### src/rtl/updown_sequencer.sv
// Bidirectional state sequencer: a registered index steps up/down modulo N and
// is decoded to a binary, Gray, Johnson or one-hot output code.
module updown_sequencer #(
    parameter int WIDTH = 3,
    parameter int MODE  = 1,
    parameter int WRAP  = 1,
    parameter int IDXW  = 4
) (
    input  logic              clk,
    input  logic              rst,
    input  logic              en,
    input  logic              dir,
    input  logic              load,
    input  logic [IDXW-1:0]   load_idx,
    output logic [WIDTH-1:0]  out,
    output logic [IDXW-1:0]   idx,
    output logic              wrap,
    output logic              at_end
);

    localparam int N = (MODE == 0 || MODE == 1) ? (1 << WIDTH) :
                       (MODE == 2)              ? (2 * WIDTH)  : WIDTH;

    generate
        if (WIDTH < 2 || WIDTH > 8 || MODE < 0 || MODE > 3 ||
            (WRAP != 0 && WRAP != 1) || IDXW < $clog2(N) || IDXW > 16) begin : g_param_check
            $error("updown_sequencer: illegal WIDTH/MODE/WRAP/IDXW combination");
        end
    endgenerate

    localparam logic [IDXW-1:0] LAST = IDXW'(N - 1);
    localparam logic [IDXW:0]   NLEN = (IDXW + 1)'(N);

    logic [IDXW-1:0]  idx_q;
    logic [IDXW-1:0]  idx_n;
    logic             wrap_q;
    logic             wrap_n;
    logic [WIDTH-1:0] out_c;
    logic [WIDTH-1:0] bin;
    int unsigned      k;

    // N is not a power of two for Johnson/one-hot, so ends are compared explicitly
    always_comb begin
        idx_n  = idx_q;
        wrap_n = 1'b0;
        if (load) begin
            idx_n = ({1'b0, load_idx} < NLEN) ? load_idx : LAST;
        end else if (en) begin
            if (dir) begin
                if (idx_q == LAST) begin
                    if (WRAP == 1) begin
                        idx_n  = '0;
                        wrap_n = 1'b1;
                    end
                end else begin
                    idx_n = idx_q + 1'b1;
                end
            end else begin
                if (idx_q == '0) begin
                    if (WRAP == 1) begin
                        idx_n  = LAST;
                        wrap_n = 1'b1;
                    end
                end else begin
                    idx_n = idx_q - 1'b1;
                end
            end
        end
    end

    always_ff @(posedge clk) begin
        if (rst) begin
            idx_q  <= '0;
            wrap_q <= 1'b0;
        end else begin
            idx_q  <= idx_n;
            wrap_q <= wrap_n;
        end
    end

    always_comb begin
        out_c = '0;
        bin   = WIDTH'(idx_q);
        k     = 32'(idx_q);
        case (MODE)
            0: out_c = bin;
            1: out_c = bin ^ (bin >> 1);
            2: begin
                // Johnson: fill ones from LSB, then clear them from LSB
                for (int unsigned i = 0; i < WIDTH; i++) begin
                    if (k <= WIDTH) out_c[i] = (i < k);
                    else            out_c[i] = (i >= k - WIDTH);
                end
            end
            default: begin
                for (int unsigned i = 0; i < WIDTH; i++) begin
                    out_c[i] = (k == i);
                end
            end
        endcase
    end

    assign out    = out_c;
    assign idx    = idx_q;
    assign wrap   = wrap_q;
    assign at_end = dir ? (idx_q == LAST) : (idx_q == '0);

endmodule

### config.mk
export PLATFORM = sky130hd
export DESIGN_NAME = updown_sequencer
export DESIGN_NICKNAME = d
export VERILOG_FILES = /design/src/rtl/updown_sequencer.sv
export SDC_FILE = /design/constraint.sdc
export NUM_CORES = 1
export LEC_CHECK = 0
export BUFFER_PORTS_ARGS = -buffer_cell sky130_fd_sc_hd__buf_2
export CAP_MARGIN = 20
export CORE_UTILIZATION = 25
export DETAILED_ROUTE_END_ITERATION = 12
export PLACE_DENSITY = 0.48
export SYNTH_ARGS = -nofsm -noshare
export SYNTH_HDL_FRONTEND = slang
export SYNTH_SLANG_ARGS = --single-unit
### constraint.sdc
create_clock -name clk -period 1.6 [get_ports clk]
set_input_delay 0.16 -clock clk [delete_from_list [all_inputs] [get_ports clk]]
set_output_delay 0.16 -clock clk [all_outputs]
set_load 0.02 [all_outputs]
==> results.txt <==
Status - finished with violations
Failing checks - negative setup slack
Clock Pin Slew Worst Setup and Hold Paths - 0.05 ns
# IOs - 18
Yosys cell types - 30
Worst setup margin - -0.004884 ns
Worst-margin pin slew - 0.3071 ns
CTS Buf Count - 3
M2 GR Usage - 19.40%
Sink Count - 5
Startpoint types - flop
Largest cells by area after synthesis - dfxtp_1, ha_1, inv_1
Grt peak-use layer - met2
Detailed Place HPWL - 800.1 µm
Synth async-reset ratio - 0%
Die ar. - 1865 µm²
DIE WIDTH - 43.19 µm
GRT met3 Usage - 6.383%
Worst hold-check path type - in -> reg
First-pass GRT wire length - 1621 µm
Worst Path Arrival - 1.44 ns
Pin count of the biggest net entering global routing - 10
Fin crit share - 100.3%
Worst-skew pair later-pin latency - 0.24 ns
Global Route Usage Sum - 12.01%
Number of placed instances, taps included - 81
1st-pass router iterations - 4
Top cell type's share of synthesized area - 23.60%
Register area share after synthesis - 23.60%
Area Overhead vs Synth - 43.95%
Hold_ws - 0.1121 ns
CP Capture Type - output port
LEAKAGE - 0.2877 nW
Largest buffer count on any clock path - 2
Routed vias/inst - 4.966
GP Congestion - 0.7214
Worst EP required - 1.44 ns
Buffers on Ports - 17
Worst-path fanout max - 3
CTS tree - done
Drt drc - 0
WHS Path Cells - 2
Initial DRC Count - 5
Crit path time final - 1.605 ns
Unrepaired setup endpoints after global routing - yes
Yosys warns - 0
Vias - 437
Synthesized net count - 62
Synth Area per Inst - 8.837 µm²
N_diodes - 0
Post-layout util - 39.61%
Num rows - 14
Antenna violations before repair - 0
Post-route ant nets - 0
P per Cell Area - 761.0 nW/µm²
EDFF count, synth - 0
Initial Util - 27.52%
Pre-CTS setup slack - 0.07676 ns
Worst Skew - 0.005987 ns
Fin cells - 88
Core Area - 1541 µm²
Vias in the first global route - 382
Post-Synthesis Cells - 48
Maximum VDD drop - 0.0003120 V
Nets@finish - 87
Total congestion overflow - 0
Slew margin rel. - 79.50%
Total power - 0.4646 mW
Cell area after synthesis - 424.2 µm²
Post-route cell area - 610.6 µm²
Synth Register Bits - 5
Total Wirelength - 1076 µm
Final hold vios - 0
Layout cells sized above 1 - 48.61%
WL per Instance - 12.23 µm
Final max-slew violation count - 0
M1 GR Usage - 14.29%
Max Cap Viol - 0
Ys flop type - dfxtp_1
Cell count of the worst reg-to-reg path - 6
H-tree Lvls - 1
Area after DPL - 536.8 µm²
CTS Root Cell - clkbuf_4
Setup TNS - -0.004884 ns
Final setup violating endpoints - 1
Die height - 43.19 µm
CP Class - reg -> out
Synth area leader - dfxtp_1
Hold-fix buffers, CTS - 0
Fmax - 623.1 MHz
==> layer usage <==
layer  share of wire (%)  wire length (µm)
met4                   0                 0
met2                  48               514
met5                   0                 0
met1                  46               495
met3                 6.1                66
==> synth_stat cells, types with 2 or more instances <==
master and number:
a31oi_1 2, inv_1 5, nor2_1 2, or3_1 2
nand4_1 2, dfxtp_1 5, and3_1 2, ha_1 5
o21ai_0 2
==> state kept, by name (all words and copies together) (netlist names) <==
name and cells:
idx 4, wrap 1
==> worst max-delay path, stage by stage, from the launching register on <==
cell and delay (ns):
dfxtp_2 0.32, inv_2 0.08, ha_4 0.14, or3b_4 0.38
a21oi_4 0.15, buf_6 0.13
==> worst paths after layout <==
kind               start     end  slack, ns
hold reg to reg   idx[2]  idx[2]       0.69
setup / recovery  idx[0]  at_end     -0.005
hold / removal       rst  idx[0]       0.11
setup reg to reg  idx[1]  idx[3]       0.11
==> cell type report <==
type	count	area, µm²
Multi-Input combinational cell	35	307.8
Tap cell	16	20.02
Sequential cell	5	101.3
Timing Repair Buffer	23	136.4
Clock buffer	4	26.28
Inverter	5	18.77
Fill cell	165	930.9
==> where the power goes <==
| part | internal [mW] | leakage [nW] | switching (mW) |
|---|---|---|---|
| Combinational | 0.0832 | 0.231 | 0.0937 |
| Sequential | 0.133 | 0.0415 | 0.00635 |
| Clock | 0.0944 | 0.0150 | 0.0535 |
==> repair_timing <==
action / in CTS / in global routing
pin swaps: 1 / 1
resized for setup: 7 / 3
setup buffers: 3 / 0
endpoints found under the setup margin: 1 / 2
==> kinds of logic after synthesis <==
| group | after synthesis | share of synthesized area [%] |
|---|---|---|
| AOI/OAI and AO/OA | 11 | 20.06 |
| xor gates and xnor gates | 1 | 2.065 |
| adders and majority gates | 5 | 14.75 |
| buffers and inverters | 8 | 9.735 |
| DFF | 5 | 23.60 |
| muxes | 2 | 5.899 |
| and+or+nand+nor | 16 | 23.89 |
==> placed cells by master (no fill, tap or decap), types with 2 or more instances in the layout <==
cell,Yosys,routed
and3_1,2,2
buf_2,0,16
dfxtp_1,5,4
ha_1,5,3
o21ai_0,2,2
buf_4,1,6
or3_1,2,2
inv_2,0,2
a31oi_1,2,2
inv_1,5,3
clkbuf_4,0,3
nor2_1,2,2
nand4_1,2,2
(Power assumes the default switching activity.)
